## src/rtl/rr_arbiter_4_pkg.sv

```systemverilog
// Shared definitions for the 4-way round-robin arbiter: FSM encoding, default hold limit
// and the request-rotation helper used by the priority encoder.
package rr_arbiter_4_pkg;

  typedef enum logic [1:0] {
    ST_IDLE    = 2'b00,
    ST_GRANT   = 2'b01,
    ST_RELEASE = 2'b10
  } arb_state_t;

  localparam int HOLD_MAX_DEFAULT = 16;

  // Rotate right by ptr so bit 0 of the result is requester ptr.
  function automatic logic [3:0] rot_req4(input logic [3:0] req, input logic [1:0] ptr);
    logic [7:0] w_dbl;
    w_dbl = {req, req} >> ptr;
    return w_dbl[3:0];
  endfunction

endpackage

```

## src/rtl/rr_arbiter_4_prio_enc4.sv

```systemverilog
// Combinational 4-to-2 priority encoder starting at requester ptr (bit 0 of rotated vector first).
// Zero latency, no flow control; o_vld low when no request is pending.
module prio_enc4
  import rr_arbiter_4_pkg::*;
(
  input  logic [3:0] i_req,
  input  logic [1:0] i_ptr,
  output logic [1:0] o_idx,
  output logic       o_vld
);

  logic [3:0] w_rot;
  logic [1:0] w_pos;

  always_comb begin
    w_rot = rot_req4(i_req, i_ptr);
    w_pos = 2'd0;
    if (w_rot[0])      w_pos = 2'd0;
    else if (w_rot[1]) w_pos = 2'd1;
    else if (w_rot[2]) w_pos = 2'd2;
    else if (w_rot[3]) w_pos = 2'd3;
    o_vld = |w_rot;
    // Two-bit add wraps naturally, undoing the rotation.
    o_idx = w_pos + i_ptr;
  end

endmodule

```

## src/rtl/rr_arbiter_4.sv

```systemverilog
// Round-robin arbiter for 4 requesters with hold-time limit and one-cycle release turnaround.
// Grant registered one cycle after req is seen; owner holds until done, req drop or HOLD_MAX cycles.
module rr_arbiter_4
  import rr_arbiter_4_pkg::*;
#(
  parameter int HOLD_MAX = HOLD_MAX_DEFAULT
) (
  input  logic       clk,
  input  logic       rst_n,
  input  logic [3:0] req,
  input  logic       done,
  output logic [3:0] grant,
  output logic [1:0] grant_id,
  output logic       grant_valid,
  output logic       timeout
);

  localparam logic [7:0] CNT_LAST = 8'(HOLD_MAX - 1);

  arb_state_t r_state, w_state_nxt;
  logic [3:0] r_grant, w_grant_nxt;
  logic [1:0] r_grant_id, w_id_nxt;
  logic       r_grant_valid, w_valid_nxt;
  logic       r_timeout, w_timeout_nxt;
  logic [1:0] r_ptr, w_ptr_nxt;
  logic [7:0] r_cnt, w_cnt_nxt;

  logic [1:0] w_win_id;
  logic       w_win_vld;

  prio_enc4 u_prio_enc4 (
    .i_req (req),
    .i_ptr (r_ptr),
    .o_idx (w_win_id),
    .o_vld (w_win_vld)
  );

  always_ff @(posedge clk or negedge rst_n) begin
    if (!rst_n) begin
      r_state       <= ST_IDLE;
      r_grant       <= 4'b0000;
      r_grant_id    <= 2'd0;
      r_grant_valid <= 1'b0;
      r_timeout     <= 1'b0;
      r_ptr         <= 2'd0;
      r_cnt         <= 8'd0;
    end else begin
      r_state       <= w_state_nxt;
      r_grant       <= w_grant_nxt;
      r_grant_id    <= w_id_nxt;
      r_grant_valid <= w_valid_nxt;
      r_timeout     <= w_timeout_nxt;
      r_ptr         <= w_ptr_nxt;
      r_cnt         <= w_cnt_nxt;
    end
  end

  always_comb begin
    w_state_nxt   = r_state;
    w_grant_nxt   = r_grant;
    w_id_nxt      = r_grant_id;
    w_valid_nxt   = r_grant_valid;
    w_timeout_nxt = 1'b0;
    w_ptr_nxt     = r_ptr;
    w_cnt_nxt     = r_cnt;

    case (r_state)
      ST_IDLE, ST_RELEASE: begin
        if (w_win_vld) begin
          w_state_nxt = ST_GRANT;
          w_grant_nxt = 4'b0001 << w_win_id;
          w_id_nxt    = w_win_id;
          w_valid_nxt = 1'b1;
          w_cnt_nxt   = 8'd0;
        end else begin
          w_state_nxt = ST_IDLE;
          w_grant_nxt = 4'b0000;
          w_valid_nxt = 1'b0;
        end
      end
      ST_GRANT: begin
        // Voluntary release is checked first so done beats a coincident timeout.
        if (done || !req[r_grant_id]) begin
          w_state_nxt = ST_RELEASE;
          w_grant_nxt = 4'b0000;
          w_valid_nxt = 1'b0;
          w_ptr_nxt   = r_grant_id + 2'd1;
        end else if (r_cnt == CNT_LAST) begin
          w_state_nxt   = ST_RELEASE;
          w_grant_nxt   = 4'b0000;
          w_valid_nxt   = 1'b0;
          w_timeout_nxt = 1'b1;
          w_ptr_nxt     = r_grant_id + 2'd1;
        end else begin
          w_cnt_nxt = r_cnt + 8'd1;
        end
      end
      default: begin
        w_state_nxt = ST_IDLE;
        w_grant_nxt = 4'b0000;
        w_valid_nxt = 1'b0;
      end
    endcase
  end

  assign grant       = r_grant;
  assign grant_id    = r_grant_id;
  assign grant_valid = r_grant_valid;
  assign timeout     = r_timeout;

endmodule

```

## config.mk

```make
export PLATFORM = sky130hd
export DESIGN_NAME = rr_arbiter_4
export DESIGN_NICKNAME = d
export VERILOG_FILES = /design/src/rtl/rr_arbiter_4_pkg.sv /design/src/rtl/rr_arbiter_4_prio_enc4.sv /design/src/rtl/rr_arbiter_4.sv
export SDC_FILE = /design/constraint.sdc
export NUM_CORES = 1
export LEC_CHECK = 0
export ABC_AREA = 0
export BUFFER_PORTS_ARGS = -buffer_cell sky130_fd_sc_hd__buf_2
export CAP_MARGIN = 30
export CORE_MARGIN = 4
export CORE_UTILIZATION = 55
export DETAILED_ROUTE_END_ITERATION = 8
export PLACE_DENSITY = 0.76
export SLEW_MARGIN = 20
export SYNTH_ARGS = -nofsm -noshare
export SYNTH_HDL_FRONTEND = slang
export SYNTH_SLANG_ARGS = --single-unit
```

## constraint.sdc

```tcl
create_clock -name clk -period 4.4 [get_ports clk]
set_clock_uncertainty 0.05 [all_clocks]
set_input_delay 0 -clock clk [delete_from_list [all_inputs] [get_ports clk]]
set_output_delay 0 -clock clk [all_outputs]
set_load 0.01 [all_outputs]
```

Word-level counts from Yosys, hierarchy flattened
Index checks and enable logic that the tools add are counted.
{"block": "op_classes", "eq_ne": 7, "shifts": 2, "n_mux": 27, "n_reduce_logical": 10, "add_sub_neg": 3, "order_cmp": 1}
{"operator": "8-bit two-way mux", "count": 3}
{"operator": "2-bit two-way mux", "count": 8}
{"operator": "8-bit case mux with 2 select lines", "count": 1}
{"operator": "4-bit two-way mux", "count": 3}
{"operator": "8-bit by 1-bit adder with 8-bit output (second input constant)", "count": 1}
{"operator": "8-bit by 4-bit equality test with 1-bit output (second input constant)", "count": 1}
{"operator": "1-bit two-way mux", "count": 8}
{"operator": "4-bit case mux with 2 select lines", "count": 1}
{"operator": "8-bit by 2-bit >> shifter with 4-bit output", "count": 1}
{"operator": "2-bit != test (second input constant)", "count": 2}
{"operator": "2-bit case mux with 2 select lines", "count": 1}
{"operator": "2-bit AND reduction", "count": 2}
{"operator": "4-bit AND reduction", "count": 1}
{"operator": "2-bit nonzero test", "count": 2}
{"operator": "4-bit OR reduction", "count": 1}
{"operator": "1-bit by 2-bit left shift with 4-bit output (first input constant)", "count": 1}
{"operator": "2-bit by 3-bit < comparator with 1-bit output (second input constant)", "count": 1}
{"operator": "3-bit != test (second input constant)", "count": 1}
{"operator": "2-bit by 1-bit adder with 2-bit output (second input constant)", "count": 1}
{"operator": "2-bit adder", "count": 1}
{"operator": "1-bit binary-select mux with 2-bit select", "count": 1}
{"operator": "2-bit by 1-bit equality test with 1-bit output (second input constant)", "count": 1}
{"operator": "2-bit equality test (second input constant)", "count": 1}
{"operator": "2-bit logical NOT", "count": 1}
{"operator": "5 further kinds", "count": 5}
{"block": "word_totals", "register_bits": 20, "output_inout_bits": 8}

Longest topological paths before layout
Gate-level depths: netlist of the first run.
{"block": "logic_depth", "word_depth": 9, "ltp_mapped": 10, "depth_no_buf": 9}

Hierarchy
From an unflattened synthesis of the first run, not the netlist that was laid out.
{"block": "hier_totals", "hier_cells": 108, "area_unflattened_um2": 1146.1}
{"mod": "rr_arbiter_4", "cells_per_inst": 85, "area_per_inst_um2": 965.9, "n_inst": 1}
{"mod": "prio_enc4", "cells_per_inst": 23, "area_per_inst_um2": 180.2, "n_inst": 1}

Worst setup path before layout of the first run
Ideal clock, no wire load.
{"block": "synth_path", "path_kind": "register to register", "from": "register r_ptr[0]", "to": "register r_grant[2], in the netlist grant[2]", "setup_slack_ns": 2.258, "t_arrival_ns": 1.966, "synth_period_minus_slack_ns": 2.142, "setup_ns": 0.126, "required_time_ns": 4.224, "stages_incl_launch_ff": 9, "n_path_buf": 1, "cell_sequence": "dfrtp_1 -> clkbuf_1 -> or3_1 -> o221ai_1 -> ha_1 -> xor2_1 -> nor4_1 -> a21boi_0 -> a221o_1"}
{"block": "synth_between", "elab_chain_len": 9, "elab_cells_between_ends": 10, "cone_classes": "add/sub: 1; shift: 2; mux: 6; reduce/logical: 1"}
{"element": "start: declaration", "line_no": "rr_arbiter_4.sv:25", "source": "logic [1:0] r_ptr, w_ptr_nxt;"}
{"element": "start signal: assignment", "line_no": "rr_arbiter_4.sv:53", "source": "r_ptr <= w_ptr_nxt;"}
{"element": "8-bit by 2-bit >> shifter with 4-bit output", "line_no": "rr_arbiter_4_pkg.sv:16", "source": "w_dbl = {req, req} >> ptr;"}
{"element": "2-bit two-way mux", "line_no": "rr_arbiter_4_prio_enc4.sv:21", "source": "else if (w_rot[3]) w_pos = 2'd3;"}
{"element": "2-bit two-way mux", "line_no": "rr_arbiter_4_prio_enc4.sv:20", "source": "else if (w_rot[2]) w_pos = 2'd2;"}
{"element": "2-bit two-way mux", "line_no": "rr_arbiter_4_prio_enc4.sv:19", "source": "else if (w_rot[1]) w_pos = 2'd1;"}
{"element": "2-bit two-way mux", "line_no": "rr_arbiter_4_prio_enc4.sv:18", "source": "if (w_rot[0]) w_pos = 2'd0;"}
{"element": "2-bit adder", "line_no": "rr_arbiter_4_prio_enc4.sv:24", "source": "o_idx = w_pos + i_ptr;"}
{"element": "1-bit by 2-bit left shift with 4-bit output", "line_no": "rr_arbiter_4.sv:71", "source": "w_grant_nxt = 4'b0001 << w_win_id;"}
{"element": "4-bit two-way mux (*)", "line_no": "rr_arbiter_4.sv:69", "source": "if (w_win_vld) begin"}
{"element": "4-bit case mux with 2 select lines (*)", "line_no": "rr_arbiter_4.sv:67", "source": "case (r_state)"}
{"element": "end signal: assignment", "line_no": "rr_arbiter_4.sv:49", "source": "r_grant <= w_grant_nxt;"}
{"element": "end: declaration", "line_no": "rr_arbiter_4.sv:21", "source": "logic [3:0] r_grant, w_grant_nxt;"}
Mark *: on every way between the ends. The rest lies on a longest branch, timed or not.
A chain may end at the register's enable or synchronous reset.

Worst setup path after layout of the first run
Ends and elaborated chain as after synthesis.

==> reports/qor.csv, run 1 <==
metric,value,unit
outcome,"finished, final reports clean",
finalSetupTns,0,ns
grt_max_degree,21,
slew_headroom,0.563,
rsz0062_at_grt,false,
cts_root_buffer,clkbuf_4,
ir_drop,0.000406,V
path_class,register to register,
dieArea,2970,sq um
ys_ff_latch,20,
core_area,2000,sq um
holdWs,0.112,ns
endpoint_kind,register,
syn_inst,124,
utilization,0.672,
crit_path_start,r_ptr[0],
final_antenna_net_count,0,
dieHeight,54.5,um
final_common_cell,dfrtp_1,
cp.required,4.56,ns
ctsHtreeMaxLevel,1,
firstDrtPassIters,4,
r2r_cells,7,
grt_overflow,0,
worstReg2RegEnd,grant[2],
vias,1013,
ctsHoldBuffers,2,
die_w,54.5,um
worstMarginPinSlew,0.650,ns
grt_pass1_vias,1047,
io_pins,15,
dp_hpwl,1.88,mm
insertion_delay,0.31,ns
cts_inserted_buffers,3,
crit_path_start_kind,register,
port_buffers,14,
reg2reg_from,r_ptr[0],
finalCriticalPeriod,2.36,ns
leakagePower,0.568,nW
yosysWarnings,0,
max_freq,424,MHz
drc_errors,0,
reg2reg_slack,2.04,ns
hp-class,input port to async pin,
post_cts_buffers,0,
seq_area,500,sq um
grt_pass1_wl,4.50,mm
nets,149,
drv_slew,0,
max_cap_violations,0,
area_growth_syn_to_layout,13.2,%
synth.avg_cell_area,9.59,sq um
synth_area,1190,sq um
grt_usage,0.210,
avgViaCountPerCell,6.10,
diodes,0,
clk_pin_slew_worst_paths,0.13,ns
antenna_found_initial,0,
setup_viol,0,
start_util,0.594,
drt_wl_total,2.63,mm
gp_congestion,0.813,
drt-initial-drc-count,9,
finalHoldViolations,0,
fillCellCount,170,
routedWlPerCell,15.8,um
layout_common_cells,"dfrtp_1 (20), buf_2 (14), o21ai_0 (7), nor3b_1 (7), nand2_1 (7)",
arrival,2.52,ns
cts_tree,built,
synth_seq_area_share,0.421,
clock_path_buffers,2,
post_cts_resized,0,
rows,16,
multi_input_area,653,sq um
drive_gt1_frac,0.187,
syn_nets,133,
post-route-period-util,0.536,
synth.distinct_cells,39,
cts_sinks,20,
cp_max_fo,10,
cellPowerDensity,607,nW/um^2
==> kinds of logic after synthesis <==
logic type               synth area share
AO/OA/AOI/OAI                       0.194
XOR/XNOR                           0.0295
adder cells (fa/ha/maj)            0.0210
buffers and inverters              0.0295
AND/OR/NAND/NOR                     0.259
multiplexers                       0.0463
flip-flops                          0.421
==> through the flow <==
stage          setup slack (ns)  cell area, sq um  power [mW]  instances
6_report                   2.04              1350       0.817        166
4_1_cts                    2.08              1350       0.817        166
2_1_floorplan              2.26              1190       0.568        124
3_5_place_dp               2.08              1270       0.662        160
5_1_grt                    1.81              1350       0.878        166
3_3_place_gp               2.14              1270       0.651        160
==> worst max-delay path: stages (launching register included) <==
cell and delay [ns]:
dfrtp_1 0.50, or3_1 0.39, o221ai_1 0.21, ha_1 0.24
xor2_1 0.33, nor4_1 0.11, a21boi_0 0.16, a221o_1 0.28
==> metal layers <==
metal | share of wire | track usage | vias up
met5 | 0 | 0 | -
met4 | 0.014 | 0.0747 | 0
met3 | 0.038 | 0.0681 | 4
met2 | 0.45 | 0.315 | 22
met1 | 0.50 | 0.282 | 488
li1 | - | - | 499
==> state kept, by name, summed over array words and instances, names as in the netlist <==
register / cells
r_state: 2
timeout: 1
r_ptr: 2
r_cnt: 8
grant_id: 2
grant_valid: 1
grant: 4
==> synthesized netlist by cell type, drive strengths merged <==
cell,n,area share
nor2,6,0.019
or3,1,0.0053
a32o,1,0.0084
or4,3,0.019
o221ai,2,0.015
nor4,4,0.021
a21o,2,0.013
clkbuf,4,0.013
a221o,2,0.017
a32oi,1,0.0074
nand3,6,0.025
xor2,3,0.022
nand2,8,0.032
inv,4,0.013
mux4,1,0.019
and4,1,0.0074
nor3b,8,0.055
nor3,3,0.013
o21a,2,0.013
o31ai,4,0.025
and2,1,0.0053
nor2b,2,0.011
ha,2,0.021
a31oi,2,0.016
nand4,4,0.021
a21boi,2,0.013
mux2i,1,0.0084
dfrtp,20,0.42
or2,2,0.011
mux2,2,0.019
o21ai,7,0.029
o211ai,2,0.013
nand2b,3,0.016
buf,1,0.0042
a21oi,6,0.025
xnor2,1,0.0074
==> how the worst max path moves through the flow <==
stage | depth (start not counted) | end | slack (ns)
2_1_floorplan | 8 | grant[2] | 2.26
3_3_place_gp | 7 | grant[2] | 2.14
3_5_place_dp | 8 | grant[1] | 2.08
4_1_cts | 8 | grant[3] | 2.08
5_1_grt | 8 | grant[1] | 1.81
6_report | 7 | grant[2] | 2.04
==> final cells by class <==
| type | count | share of cell area |
|---|---|---|
| clock inverter | 1 | 0.0223 |
| timing repair buffer | 16 | 0.0670 |
| clock buffer | 3 | 0.0167 |
| sequential | 20 | 0.372 |
| inverter | 4 | 0.0112 |
| multi-input combinational | 95 | 0.486 |
| tap | 27 | 0.0251 |
==> power by group <==
part / total (mW) / internal, mW / switching (mW)
logic: 0.364 / 0.160 / 0.204
clock network: 0.152 / 0.0921 / 0.0596
registers: 0.301 / 0.235 / 0.0658
Note: power is estimated with default switching activity, not from simulation.
==> inputs of run 2 (changes only) <==
--- a/config.mk
+++ b/config.mk
@@ -9,9 +9,9 @@
 export BUFFER_PORTS_ARGS = -buffer_cell sky130_fd_sc_hd__buf_2
 export CAP_MARGIN = 30
 export CORE_MARGIN = 4
-export CORE_UTILIZATION = 55
+export CORE_UTILIZATION = 51
 export DETAILED_ROUTE_END_ITERATION = 8
-export PLACE_DENSITY = 0.76
+export PLACE_DENSITY = 0.74
 export SLEW_MARGIN = 20
 export SYNTH_ARGS = -nofsm -noshare
 export SYNTH_HDL_FRONTEND = slang
==> constraint.sdc (replaced) <==
create_clock -name clk -period 2 [get_ports clk]
set_clock_uncertainty 0.05 [all_clocks]
set_input_delay 0 -clock clk [delete_from_list [all_inputs] [get_ports clk]]
set_output_delay 0 -clock clk [all_outputs]
set_load 0.01 [all_outputs]
==> reports/qor.csv, run 2 (synthesized netlist as in run 1, its figures left out) <==
metric,value,unit,change
clock_path_buffers,2,,unchanged
routedWlPerCell,16.3,um,was 15.8 um
dp_hpwl,2.04,mm,was 1.88 mm
cts_root_buffer,clkbuf_4,,unchanged
slowest_delay,0.46,ns,was 0.50 ns
grt_pass1_wl,5.05,mm,was 4.50 mm
area_growth_syn_to_layout,28.4,%,was 13.2%
port_buffers,14,,unchanged
layout_common_cells,"dfrtp_1 (18), buf_2 (14), buf_4 (11)",,"was dfrtp_1 (20), buf_2 (14), o21ai_0 (7), nor3b_1 (7), nand2_1 (7)"
internal_power,1.29,mW,was 488 uW
die_w,56.3,um,was 54.5 um
drc_errors,0,,unchanged
worstReg2RegEnd,grant[0],,was grant[2]
seqPwrFrac,0.296,,was 0.368
core_area,2210,sq um,was 2000 sq um
start_util,0.537,,was 0.594
clk_pin_slew_worst_paths,0.11,ns,was 0.13 ns
ir_drop,0.00110,V,was 0.000406 V
crit_path_start,r_ptr[0],,unchanged
switching_share,0.414,,was 0.403
final_antenna_net_count,0,,unchanged
reg2reg_from,r_ptr[0],,unchanged
reg2reg_slack,-0.04,ns,was 2.04 ns
fillCellCount,188,,was 170
finalHoldViolations,0,,unchanged
holdWs,0.115,ns,was 0.112 ns
failed_checks,setup timing,,
cts_tree,built,,unchanged
arrival,2.23,ns,was 2.52 ns
drive_gt1_frac,0.342,,was 0.187
drv_slew,0,,unchanged
cts_sinks,20,,unchanged
max_cap_violations,0,,unchanged
largest_reg_flops,8,,unchanged
avgViaCountPerCell,6.15,,was 6.10
grt_overflow,0,,unchanged
nets,160,,was 149
ctsHtreeMaxLevel,1,,unchanged
grt_max_degree,21,,unchanged
post-route-period-util,1.02,,was 0.536
rows,17,,was 16
combPwrFrac,0.617,,was 0.446
leakagePower,0.632,nW,was 0.568 nW
insertion_delay,0.29,ns,was 0.31 ns
grt_usage,0.198,,was 0.210
setup_viol,2,,was 0
r2r_cells,9,,was 7
dieArea,3170,sq um,was 2970 sq um
antenna_found_initial,0,,unchanged
final_common_cell,dfrtp_1,,unchanged
drt-initial-drc-count,24,,was 9
dieHeight,56.3,um,was 54.5 um
firstDrtPassIters,4,,unchanged
cp_max_fo,6,,was 10
crit_path_start_kind,register,,unchanged
slew_headroom,0.579,,was 0.563
endpoint_kind,register,,unchanged
p_clk_frac,0.087,,was 0.186
p_switching,912,uW,was 329 uW
finalCriticalPeriod,2.04,ns,was 2.36 ns
cellPowerDensity,1440,nW/um^2,was 607 nW/um^2
gp_congestion,0.759,,was 0.813
setup_slack,-0.0411,ns,was 2.04 ns
grt_pass1_vias,1135,,was 1047
pre_cts_ws,-0.117,ns,was 2.08 ns
io_pins,15,,unchanged
cp.required,2.19,ns,was 4.56 ns
max_freq,490,MHz,was 424 MHz
cts_inserted_buffers,3,,unchanged
worstMarginPinSlew,0.625,ns,was 0.650 ns
outcome,"finished, violations left",,"was finished, final reports clean"
rsz0062_at_grt,true,,was false
cp_slowest_cell,dfrtp_2,,was dfrtp_1
diodes,0,,unchanged
vias,1089,,was 1013
hp-class,input port to async pin,,unchanged
path_class,register to register,,unchanged
max_flop_register,r_cnt,,unchanged
crit_chain,"inv_2, nor3b_2, o31ai_2, o221ai_2, ha_4, xnor2_4, nor4_4, a21boi_2, a221o_1",,"was or3_1, o221ai_1, ha_1, xor2_1, nor4_1, a21boi_0, a221o_1"
drt_wl_total,2.88,mm,was 2.63 mm
==> run 2: final cells by class <==
type	count	area [sq um]	share of cell area
flip-flops and latches	20	503	0.330
well taps	28	35.0	0.0230
clock buffers	3	22.5	0.0148
repair buffers	27	173	0.113
inverters	4	15.0	0.00984
multi-input cells	95	778	0.510
==> run 2: what timing repair did <==
| item | CTS | global route |
|---|---|---|
| buffers inserted | 1 | 1 |
| hold buffers | 2 | 0 |
| setup endpoints to repair | 4 | 11 |
| pin swaps | 3 | 4 |
| gates resized for setup | 14 | 6 |
| endpoints found under the hold margin | 21 | 0 |
==> run 2: how the worst max path moves through the flow <==
| stage | slack [ns] | to |
|---|---|---|
| after global routing | -0.20 | grant[0] |
| final | -0.04 | grant[0] |
| after detailed placement | -0.12 | grant[0] |
| after CTS | -0.04 | grant[2] |
| after floorplan | -0.09 | grant[2] |
| after global placement | -0.04 | grant[2] |
==> run 2: per-layer routing <==
| metal | GRT usage | wire length [um] | vias up |
|---|---|---|---|
| li1 | - | - | 529 |
| met1 | 0.230 | 1250 | 534 |
| met3 | 0.0161 | 70 | 2 |
| met4 | 0.0814 | 21 | 0 |
| met2 | 0.369 | 1540 | 24 |
| met5 | 0 | 0 | - |
==> run 2: power by group through the flow <==
stage,clock network [mW],registers [mW],logic [mW]
2_1_floorplan,0,0.628,0.676
3_3_place_gp,0,0.628,0.988
3_5_place_dp,0,0.635,1.02
4_1_cts,0.192,0.644,1.30
5_1_grt,0.211,0.670,1.48
6_report,0.191,0.651,1.36
==> run 2: per-stage QoR <==
step           area (sq um)  TNS [ns]  power [mW]  utilization  instances
6_report               1530   -0.0737        2.20        0.690        177
5_1_grt                1530    -0.495        2.36        0.690        177
4_1_cts                1500   -0.0500        2.14        0.679        176
3_5_place_dp           1360    -0.269        1.65        0.617        170
3_3_place_gp           1360   -0.0795        1.62        0.617        170
2_1_floorplan          1210    -0.136        1.30            -        124
==> run 2: worst max-delay path: cells and delay by family (launching register included) <==
kind | cells | cell delay (ns)
buffers and inverters | 1 | 0.08
xor gates and xnor gates | 1 | 0.15
and+or+nand+nor | 2 | 0.34
adders and majority gates | 1 | 0.22
DFF | 1 | 0.46
AOI/OAI and AO/OA | 4 | 0.69
